**src/rtl/rom_port_arbiter_pkg.sv**
```systemverilog
// rom_port_arbiter_pkg: shared ROM geometry, grant encoding and the access check
package rom_port_arbiter_pkg;
  localparam int DEF_ADDR_W = 32;
  localparam int DEF_DATA_W = 32;
  localparam int ROM_WORDS_DEF = 100;
  typedef enum logic [1:0] {GNT_NONE, GNT_IF, GNT_LS} grant_t;
  // Addresses are widened to 64 bits so one function serves any ADDR_W up to 64.
  function automatic logic rom_err_check(input logic [63:0] addr, input int words);
    return addr[1:0] != 2'b00 || addr[63:2] >= 62'(words);
  endfunction
endpackage

```
**src/rtl/rom_rsp_slot.sv**
```systemverilog
// rom_rsp_slot: one-deep response register with valid/ready handshake
module rom_rsp_slot #(
  parameter int DATA_W = 32
) (
  input  logic              clk,
  input  logic              reset_n,
  input  logic              load,
  input  logic [DATA_W-1:0] load_data,
  input  logic              load_err,
  input  logic              ready,
  output logic              valid,
  output logic [DATA_W-1:0] data,
  output logic              err
);
  always_ff @(posedge clk or negedge reset_n) begin
    if (!reset_n) begin
      valid <= 1'b0;
      data  <= '0;
      err   <= 1'b0;
    end else if (load) begin
      valid <= 1'b1;
      data  <= load_data;
      err   <= load_err;
    end else if (ready) begin
      valid <= 1'b0;
    end
  end
endmodule

```
**src/rtl/rom_port_arbiter.sv**
```systemverilog
// rom_port_arbiter: shares the ROM read port between IF and LS with LS priority
// and a bounded IF starvation window.
module rom_port_arbiter
  import rom_port_arbiter_pkg::*;
#(
  parameter int ADDR_W     = DEF_ADDR_W,
  parameter int DATA_W     = DEF_DATA_W,
  parameter int ROM_WORDS  = ROM_WORDS_DEF,
  parameter int STARVE_MAX = 4
) (
  input  logic              clk,
  input  logic              reset_n,
  input  logic              if_req_valid,
  output logic              if_req_ready,
  input  logic [ADDR_W-1:0] if_req_addr,
  output logic              if_rsp_valid,
  input  logic              if_rsp_ready,
  output logic [DATA_W-1:0] if_rsp_data,
  output logic              if_rsp_err,
  input  logic              ls_req_valid,
  output logic              ls_req_ready,
  input  logic [ADDR_W-1:0] ls_req_addr,
  output logic              ls_rsp_valid,
  input  logic              ls_rsp_ready,
  output logic [DATA_W-1:0] ls_rsp_data,
  output logic              ls_rsp_err,
  output logic [ADDR_W-1:0] rom_addr,
  input  logic [DATA_W-1:0] rom_data
);
  localparam int CW = $clog2(STARVE_MAX + 1);
  logic [CW-1:0] starve_cnt;
  logic if_elig, ls_elig, hit_err;
  logic [DATA_W-1:0] rsp_word;
  grant_t grant;
  // Eligibility is gated by reset so neither port is granted while reset_n is low.
  always_comb begin
    if_elig  = reset_n && if_req_valid && (!if_rsp_valid || if_rsp_ready);
    ls_elig  = reset_n && ls_req_valid && (!ls_rsp_valid || ls_rsp_ready);
    grant    = (if_elig && ls_elig) ? (starve_cnt < CW'(STARVE_MAX) ? GNT_LS : GNT_IF)
             : if_elig ? GNT_IF : ls_elig ? GNT_LS : GNT_NONE;
    rom_addr = grant == GNT_IF ? if_req_addr : grant == GNT_LS ? ls_req_addr : '0;
    hit_err  = rom_err_check(64'(rom_addr), ROM_WORDS);
    rsp_word = hit_err ? '0 : rom_data;
  end
  assign if_req_ready = grant == GNT_IF;
  assign ls_req_ready = grant == GNT_LS;
  always_ff @(posedge clk or negedge reset_n) begin
    if (!reset_n)
      starve_cnt <= '0;
    else if (!if_req_valid || grant == GNT_IF)
      starve_cnt <= '0;
    else if (if_elig && grant == GNT_LS && starve_cnt < CW'(STARVE_MAX))
      starve_cnt <= starve_cnt + 1'b1;
  end
  rom_rsp_slot #(.DATA_W(DATA_W)) u_if_slot (
    .clk(clk), .reset_n(reset_n), .load(if_req_ready), .load_data(rsp_word),
    .load_err(hit_err), .ready(if_rsp_ready), .valid(if_rsp_valid),
    .data(if_rsp_data), .err(if_rsp_err)
  );
  rom_rsp_slot #(.DATA_W(DATA_W)) u_ls_slot (
    .clk(clk), .reset_n(reset_n), .load(ls_req_ready), .load_data(rsp_word),
    .load_err(hit_err), .ready(ls_rsp_ready), .valid(ls_rsp_valid),
    .data(ls_rsp_data), .err(ls_rsp_err)
  );
endmodule

```
**config.mk**
```make
export PLATFORM = sky130hd
export DESIGN_NAME = rom_port_arbiter
export DESIGN_NICKNAME = d
export VERILOG_FILES = /design/src/rtl/rom_port_arbiter_pkg.sv /design/src/rtl/rom_rsp_slot.sv /design/src/rtl/rom_port_arbiter.sv
export SDC_FILE = /design/constraint.sdc
export NUM_CORES = 1
export LEC_CHECK = 0
export CORE_ASPECT_RATIO = 1.5
export CORE_MARGIN = 1
export CORE_UTILIZATION = 39
export CTS_CLUSTER_SIZE = 14
export DETAILED_ROUTE_END_ITERATION = 6
export HOLD_SLACK_MARGIN = 0.15
export PLACE_DENSITY = 0.85
export SETUP_SLACK_MARGIN = 0.15
export SYNTH_ARGS = -nofsm -noshare
export SYNTH_HDL_FRONTEND = slang
export SYNTH_SLANG_ARGS = --single-unit
```
**constraint.sdc**
```tcl
create_clock -name clk -period 3.5 [get_ports clk]
set_input_delay 0.525 -clock clk [delete_from_list [all_inputs] [get_ports clk]]
set_output_delay 0.525 -clock clk [all_outputs]
set_load 0.01 [all_outputs]
```
* Word-level counts from Yosys, hierarchy flattened
Cells that the tools add are included.
** Word-level totals
- Bits in registers :: 71
- Latch bits :: 0
- RAM bits :: 0
- Bits in read-only memories :: 0
- Input bits :: 102
- Output and inout bits :: 102
- Logic and storage cells :: 43
- Memories :: 0
** Cells by class
- Add/subtract/negate cells :: 1
- Multipliers :: 0
- Divide/modulo/power cells :: 0
- Order comparisons :: 2
- Equal/unequal tests :: 2
- Shift-type cells :: 0
- Mux-type cells :: 13
- Bitwise operators :: 0
- Reductions and logical operators :: 18
** Operators with widths (number)
- 32-bit 2-to-1 mux :: 3
- 30-bit by 7-bit >= comparator with 1-bit output (second input constant) :: 1
- 2-bit 2-to-1 mux :: 4
- 2-bit nonzero test :: 4
- 1-bit logical AND :: 7
- 3-bit 2-to-1 mux :: 2
- 1-bit logical OR :: 4
- 1-bit 2-to-1 mux :: 4
- 3-bit by 1-bit adder with 3-bit output (second input constant) :: 1
- 1-bit logical NOT :: 3
- 3-bit < comparator (second input constant) :: 1
- 2-bit by 1-bit == test with 1-bit output (second input constant) :: 1
- 2-bit == test (second input constant) :: 1

* Longest topological paths before layout
Gate-level depths: netlist of run 1.
- Word-level depth :: 12
- Gate-level depth with buffers :: 7
- Gate-level depth less buffers :: 6

* Modules after synthesis
Synthesis of run 1 repeated with hierarchy kept, for this count alone.
** Unflattened totals
- Cell total of the unflattened synthesis :: 288
- Area, all modules :: 4111.4 µm²
** By module, submodules not included
- rom_rsp_slot :: instances 2, cells each 73, area each 1413.9 µm², sequential area each 850.8 µm²
- rom_port_arbiter :: instances 1, cells each 142, area each 1283.7 µm², sequential area each 75.1 µm²

* Worst setup path after synthesis of run 1
Ideal clock, no wire load.
- Path type :: in2out
- Start :: input port if_rsp_ready
- End :: output port rom_addr[10]
- Arrival time :: 1.645 ns
- Data required time :: 2.975 ns
- Slack :: 1.330 ns
- Cell stages on the path :: 5
- Path buffers :: 1
- Cells stage by stage :: nand2b_1 -> o2111ai_4 -> inv_2 -> buf_1 -> a22o_1
** On the way
- Elaborated cells between the ends (all ways) :: 9
- Classes of those cells :: eq/ne: 2; mux: 4; reduce/logical: 3
** RTL lines
- start: declaration :: line rom_port_arbiter.sv:17 : input logic if_rsp_ready,
- 1-bit logical OR (*) :: line rom_port_arbiter.sv:37 : if_elig = reset_n && if_req_valid && (!if_rsp_valid || if_rsp_ready);
- 1-bit logical AND (*) :: line rom_port_arbiter.sv:37
- 2-bit 2-to-1 mux or 1-bit logical AND (tied branches) :: line rom_port_arbiter.sv:40, rom_port_arbiter.sv:39
- 2-bit 2-to-1 mux (*) :: line rom_port_arbiter.sv:39 : grant = (if_elig && ls_elig) ? (starve_cnt < CW'(STARVE_MAX) ? GNT_LS : GNT_IF)
- 2-bit by 1-bit == test with 1-bit output (*)
- net if_req_ready :: line rom_port_arbiter.sv:14 : output logic if_req_ready,
- 32-bit 2-to-1 mux (*) :: line rom_port_arbiter.sv:41 : rom_addr = grant == GNT_IF ? if_req_addr : grant == GNT_LS ? ls_req_addr : '0;
- end: declaration :: line rom_port_arbiter.sv:27 : output logic [ADDR_W-1:0] rom_addr,
The timed path passes the listed nets; every way through them passes the cells marked *.

* Worst setup path in the final report of run 1
- Start :: input port reset_n
- End :: output port rom_addr[9]
** On the way
- Longest elaborated chain between the ends :: 8
- Elaborated cells between the ends (all ways) :: 12
- Classes of those cells :: eq/ne: 2; mux: 5; reduce/logical: 5
** Ends and longest elaborated chain
- start: declaration :: line rom_port_arbiter.sv:12 : input logic reset_n,
- 1-bit logical AND (2 in a row) :: line rom_port_arbiter.sv:38 : ls_elig = reset_n && ls_req_valid && (!ls_rsp_valid || ls_rsp_ready);
- 2-bit 2-to-1 mux (2 in a row) :: line rom_port_arbiter.sv:40 : : if_elig ? GNT_IF : ls_elig ? GNT_LS : GNT_NONE;
- 2-bit 2-to-1 mux (*) :: line rom_port_arbiter.sv:39
- 2-bit == test :: line rom_port_arbiter.sv:41
- 32-bit 2-to-1 mux :: line rom_port_arbiter.sv:41
- 32-bit 2-to-1 mux (*) :: line rom_port_arbiter.sv:41
Mark *: on every way between the ends. The rest lies on a longest branch, timed or not.

==> results of run 1 <==
==> Yosys cell counts <==
cell type,count,area [um^2]
dfrtp_1,71,1780
a22o_1,64,561
a32o_1,32,320
clkbuf_1,12,45.0
nor4_1,12,75.1
nand2_1,7,26.3
nor3_1,7,35.0
buf_6,6,67.6
nor2_1,6,22.5
nand3_1,5,25.0
nor2b_1,5,31.3
a21oi_1,3,15.0
buf_1,3,11.3
nand2b_1,3,18.8
o2111ai_4,2,52.6
a32oi_2,1,16.3
and2_1,1,6.26
buf_2,1,5.00
ha_1,1,12.5
inv_2,1,3.75
inv_4,1,6.26
nand4_1,1,6.26
o21a_2,1,8.76
o21a_4,1,15.0
o22a_1,1,8.76
==> metrics by stage <==
step	power, mW	worst slack [ps]	hold WS [ps]
final	1.96	417	483
after global routing	2.03	331	494
after CTS	1.97	411	490
after detailed placement	1.16	450	357
after global placement	1.16	495	356
after floorplan	0.929	1330	229
==> sequential cells by signal, indices dropped and copies added, names as in the netlist <==
register,count
starve_cnt,3
u_if_slot.err,1
u_if_slot.valid,1
u_if_slot.data,32
u_ls_slot.data,32
u_ls_slot.valid,1
u_ls_slot.err,1
==> area by class of cell <==
class / count / area (um^2) / share of cell area, %
sequential: 71 / 1780 / 32.0
inverter: 2 / 10.0 / 0.181
clock inverter: 1 / 5.00 / 0.0903
tap: 102 / 128 / 2.30
timing repair buffer: 210 / 2110 / 38.0
multi-input combinational: 153 / 1260 / 22.7
clock buffer: 13 / 260 / 4.69
==> routing by layer <==
layer	share of wire [%]	routed length [um]	vias to the layer above	track usage (%)
met4	4.4	530	0	16.2
met2	52	6190	190	47.6
met1	35	4210	1582	31.4
met3	8.5	1010	42	7.81
li1	-	-	1414	-
met5	0	0	-	0
==> layout by cell type, fill, tap and decap left out, types with 6 or more instances in the layout <==
master	instances
clkbuf_16	9
clkdlybuf4s50_1	202
a32o_1	32
nand2_1	7
a22o_1	64
nor2_1	6
nor4_1	12
dfrtp_1	71
nor3_1	7
==> kinds of logic (layout without fill, tap and decap cells) <==
kind of cell / after synthesis / in the layout
AO/OA/AOI/OAI: 105 / 105
flip-flops: 71 / 71
AND/OR/NAND/NOR: 47 / 47
buffers and inverters: 24 / 226
adder cells (fa/ha/maj): 1 / 1
==> worst max path at each step <==
stage                  from      endpoint  slack, ps
2_1_floorplan  if_rsp_ready  rom_addr[10]       1330
3_3_place_gp   if_rsp_ready   rom_addr[9]        500
3_5_place_dp   if_rsp_ready   rom_addr[9]        450
4_1_cts             reset_n   rom_addr[9]        410
5_1_grt        if_rsp_ready   rom_addr[9]        330
6_report            reset_n   rom_addr[9]        420
==> critical path, delay by kind of cell <==
kind            cells  cell delay (ps)
compound gates      2              390
buf+inv             4             1620
==> power by group through the flow <==
stage          Sequential, mW  Clock (mW)  Combinational [mW]
2_1_floorplan           0.842           0              0.0874
6_report                0.827       0.805               0.325
5_1_grt                 0.827       0.856               0.346
3_5_place_dp            0.841           0               0.321
4_1_cts                 0.827       0.823               0.325
3_3_place_gp            0.841           0               0.319
==> out/summary.txt, run 1 <==
Die span in y - 112 um
Tot GR Track Use - 28.4%
Routed length per instance - 21.6 um
Slew Viols, Final - 0
RSZ-0062 raised after global routing - no
Buffer count from post-CTS setup fixing - 0
Worst path required time - 2970 ps
Hold buffers post-CTS - 1
Simple-Gate Fraction of Synth Area - 7.77%
Max Clock Skew - 5.92 ps
Peak VDD IR - 0.263 mV
CTS clk-pin slew, worst paths - 50 ps
Initial core utilization - 40.9%
Worst Reg2Reg Path Length in Cells - 6
First-iteration detailed-routing DRC count - 249
Die area - 8510 um^2
Main combinational cell family by area after synthesis - compound AO/OA/AOI/OAI gates
Crit Path Class - in2out
Clk buf depth - 2
Hold Vio Cnt, Final - 0
Critical path, cell by cell - dlygate4sd3_1 > buf_4 > o2111ai_4 > inv_4 > a22o_1 > clkdlybuf4s50_1
Placement-stage cell area - 5270 um^2
Reg2reg end - u_ls_slot.data[8]
P_sw - 441 uW
Period Utilization, post-route - 88.1%
HP Start - u_ls_slot.data[18]
Row cnt - 39
R2R setup slack - 1260 ps
Gates resized, CTS repair - 0
Worst Tran Pin Value - 864 ps
Maxcap violations - 0
Crit. End Element - output port
Sequential element share of the synthesized area - 56.0%
Final Util - 71.5%
Combinational power share - 16.6%
Vias in the first global route - 3,306
Worst path slowest cell - clkdlybuf4s50_1
Layout fillers - 530
Syn Inst Count - 248
Net Sw Frac - 22.6%
Placed Cells incl. Taps - 537
Max stage delay on crit path - 580 ps
Inserted Diodes - 0
YS warnings - 0
TritonCTS clock tree - built
Antenna Violating Nets Remaining - 0
Via Count - 3,228
Clock sinks - 71
H-tree Lvls - 3
Global-route wire length before repair - 17,500 um
Mapped cell area - 3170 um^2
Multiplexer share of the synthesized area - 0%
Vias per cell - 5.85
Gp weighted congestion - 0.786
Cell count of the worst hold path - 1
Clk_lat worst skew - 320 ps
Pint - 1.51 mW
Setup TNS - 0 ps
Nets - 550
Largest net degree at the start of global routing - 71
Critical path peak fanout - 35
Arr. time, crit path - 2560 ps
I/O pins - 204
Final setup vio count - 0
Clock root cell - clkbuf_16
Yosys cell types - 25
R2r startpoint - starve_cnt[2]
Cell area after layout - 5550 um^2
Final cell count without fillers - 552
Port bufs - 203
Pwr Density - 353 nW/um^2
Final HPWL DP - 8530 um
Area delta synth->final - 74.8%
Core Region - 7760 um^2
Post-Synth XOR/XNOR Area - 0%
Critical path launch point type - primary input
DRC viols - 0
Total clock buffers created by CTS - 9
Final min period - 3080 ps
Initial antenna violation count - 0
Total Wirelength - 11,900 um
Lkg Pwr - 2.30 nW
Sequential group share of total power - 42.3%
Hold Path End - u_ls_slot.data[18]
Status - finished, final reports clean
Fmax - 324 MHz
Avg Cell Area, Syn - 12.8 um^2
Clock share of power - 41.1%
Layout cell share with drive strength beyond 1 - 5.78%
Compound-Gate Fraction of Synth Area - 31.4%
Worst Hold Class - reg2reg
Area share of fa/ha/maj cells after synthesis - 0.394%
Die X - 75.6 um
Syn_nets - 351
Global route overflow - 0
Relative slew slack - 42.4%
Synth Register Bits - 71
DRT Pass-1 Iters - 4
Power figures use the tool's default switching activity.
==> run 2, diff against run 1 <==
HOLD_SLACK_MARGIN = 0.03   (was 0.15)
SETUP_SLACK_MARGIN = 0.2   (was 0.15)
==> results of run 2 <==
No change in the layout: final DEF, timing and power equal those of run 1.
==> run 3, diff against run 2 <==
HOLD_SLACK_MARGIN = not set   (was 0.03)
==> run 3 against run 2 <==
Net effect:
- hold slack lost 460 ps
- register-to-register slack got worse by 20 ps
- maximum frequency up 0.66%
- combinational power about the same
- routed wire length rose by 0.19%
- global-route usage about the same
- critical endpoint unchanged
- highest routed layer unchanged
==> out/summary.txt, run 3 (synthesis results as in run 1) <==
Port bufs - 203 (unchanged)
Maxcap violations - 0 (unchanged)
Vias in the first global route - 3,300 (was 3,306)
Slew Viols, Final - 0 (unchanged)
Clk buf depth - 2 (unchanged)
Global route overflow - 0 (unchanged)
Layout cell share with drive strength beyond 1 - 5.79% (was 5.78%)
Setup TNS - 0 ps (unchanged)
Cell area after layout - 5540 um^2 (was 5550 um^2)
Inserted Diodes - 0 (unchanged)
Pwr Density - 354 nW/um^2 (was 353 nW/um^2)
Total clock buffers created by CTS - 9 (unchanged)
Total Wirelength - 12,000 um (was 11,900 um)
Die X - 75.6 um (unchanged)
Final setup vio count - 0 (unchanged)
First-iteration detailed-routing DRC count - 247 (was 249)
Gp weighted congestion - 0.786 (unchanged)
Buffer count from post-CTS setup fixing - 0 (unchanged)
Via Count - 3,227 (was 3,228)
Final HPWL DP - 8530 um (unchanged)
Die span in y - 112 um (unchanged)
Layout fillers - 531 (was 530)
Peak VDD IR - 0.264 mV (was 0.263 mV)
Worst path required time - 2970 ps (about the same)
Lkg Pwr - 2.30 nW (about the same)
Max Clock Skew - 5.63 ps (was 5.92 ps)
Fmax - 327 MHz (was 324 MHz)
Die area - 8510 um^2 (unchanged)
Clock sinks - 71 (unchanged)
Largest registers - u_if_slot.data: 32 flops, u_ls_slot.data: 32 flops, starve_cnt: 3 flops (unchanged)
Placement-stage cell area - 5270 um^2 (unchanged)
Crit. End Element - output port (unchanged)
Critical path peak fanout - 36 (was 35)
I/O pins - 204 (unchanged)
Nets - 549 (was 550)
Worst Reg2Reg Path Length in Cells - 6 (unchanged)
Gates resized, CTS repair - 0 (unchanged)
Clk_lat worst skew - 320 ps (about the same)
Antenna Violating Nets Remaining - 0 (unchanged)
Period Utilization, post-route - 87.5% (was 88.1%)
Core Region - 7760 um^2 (unchanged)
Worst Hold Class - in2async (was reg2reg)
DRT Pass-1 Iters - 4 (unchanged)
Area delta synth->final - 74.5% (was 74.8%)
Worst Tran Pin Value - 865 ps (was 864 ps)
Initial core utilization - 40.9% (unchanged)
Global-route wire length before repair - 17,500 um (about the same)
Clock root cell - clkbuf_16 (unchanged)
CTS clk-pin slew, worst paths - 50 ps (about the same)
Vias per cell - 5.86 (was 5.85)
Arr. time, crit path - 2540 ps (was 2560 ps)
Largest net degree at the start of global routing - 71 (unchanged)
Most common cell after layout, fill and taps aside - clkdlybuf4s50_1 (unchanged)
Final min period - 3060 ps (was 3080 ps)
Routed length per instance - 21.7 um (was 21.6 um)
Row cnt - 39 (unchanged)
Final Util - 71.3% (was 71.5%)
Most frequent cells in the layout - clkdlybuf4s50_1 (202), dfrtp_1 (71), a22o_1 (64) (unchanged)
Hold buffers post-CTS - 0 (was 1)
Tot GR Track Use - 28.4% (about the same)
RSZ-0062 raised after global routing - no (unchanged)
Status - finished, final reports clean (unchanged)
Critical path launch point type - primary input (unchanged)
Initial antenna violation count - 0 (unchanged)
H-tree Lvls - 3 (unchanged)
Placed Cells incl. Taps - 537 (unchanged)
Relative slew slack - 42.4% (about the same)
Hold Vio Cnt, Final - 0 (unchanged)
Final cell count without fillers - 551 (was 552)
TritonCTS clock tree - built (unchanged)
Hold Slack - 27.6 ps (was 483 ps)
Crit Path Class - in2out (unchanged)
DRC viols - 0 (unchanged)
## run 3: cell types whose count changed in the layout (fill, tap and decap cells not counted)
cell           previous run  this run
dlygate4sd3_1             1         0
## run 3: per-stage QoR
stage	setup slack [ps]	power [mW]
finish	438	1.96
global route	331	2.03
CTS	431	1.97
detailed placement	450	1.16
global placement	495	1.16
floorplan	1330	0.929
## run 3: worst max-delay path: stages
cell and delay, ps:
clkdlybuf4s50_1 480, nand2b_1 250, o2111ai_4 150, inv_2 100
buf_12 190, a22o_1 240, clkdlybuf4s50_1 580
## run 3: cell type report
| type | instances | area (um^2) | share of cell area (%) |
|---|---|---|---|
| Clock buffer | 13 | 260 | 4.70 |
| Clock inverter | 1 | 5.00 | 0.0904 |
| Inverter | 2 | 10.0 | 0.181 |
| Multi-Input combinational cell | 153 | 1260 | 22.7 |
| Sequential cell | 71 | 1780 | 32.1 |
| Tap cell | 102 | 128 | 2.31 |
| Timing Repair Buffer | 209 | 2100 | 37.9 |
## run 3: worst paths after layout
path	startpoint	slack, ps	to
worst min register to register	u_ls_slot.data[18]	480	u_ls_slot.data[18]
min in group clk	u_ls_slot.data[18]	480	u_ls_slot.data[18]
worst max-delay path	if_rsp_ready	440	rom_addr[9]
worst max register to register	starve_cnt[2]	1240	u_ls_slot.data[8]
max in group asynchronous	reset_n	2410	u_ls_slot.data[10]
worst min-delay path	reset_n	30	u_if_slot.valid
## run 3: layer usage
layer | up-vias | routed length (um) | share of wire, % | global-route usage [%]
met5 | - | 0 | 0 | 0
met4 | 0 | 485 | 4.1 | 16.2
met3 | 36 | 988 | 8.3 | 7.81
met2 | 180 | 6080 | 51 | 47.5
met1 | 1601 | 4410 | 37 | 31.4
li1 | 1410 | - | - | -
## run 3: power breakdown
group / switching [mW] / internal, mW / total, mW
Clock: 0.298 / 0.509 / 0.807
Sequential: 0.00217 / 0.825 / 0.827
Combinational: 0.143 / 0.181 / 0.324
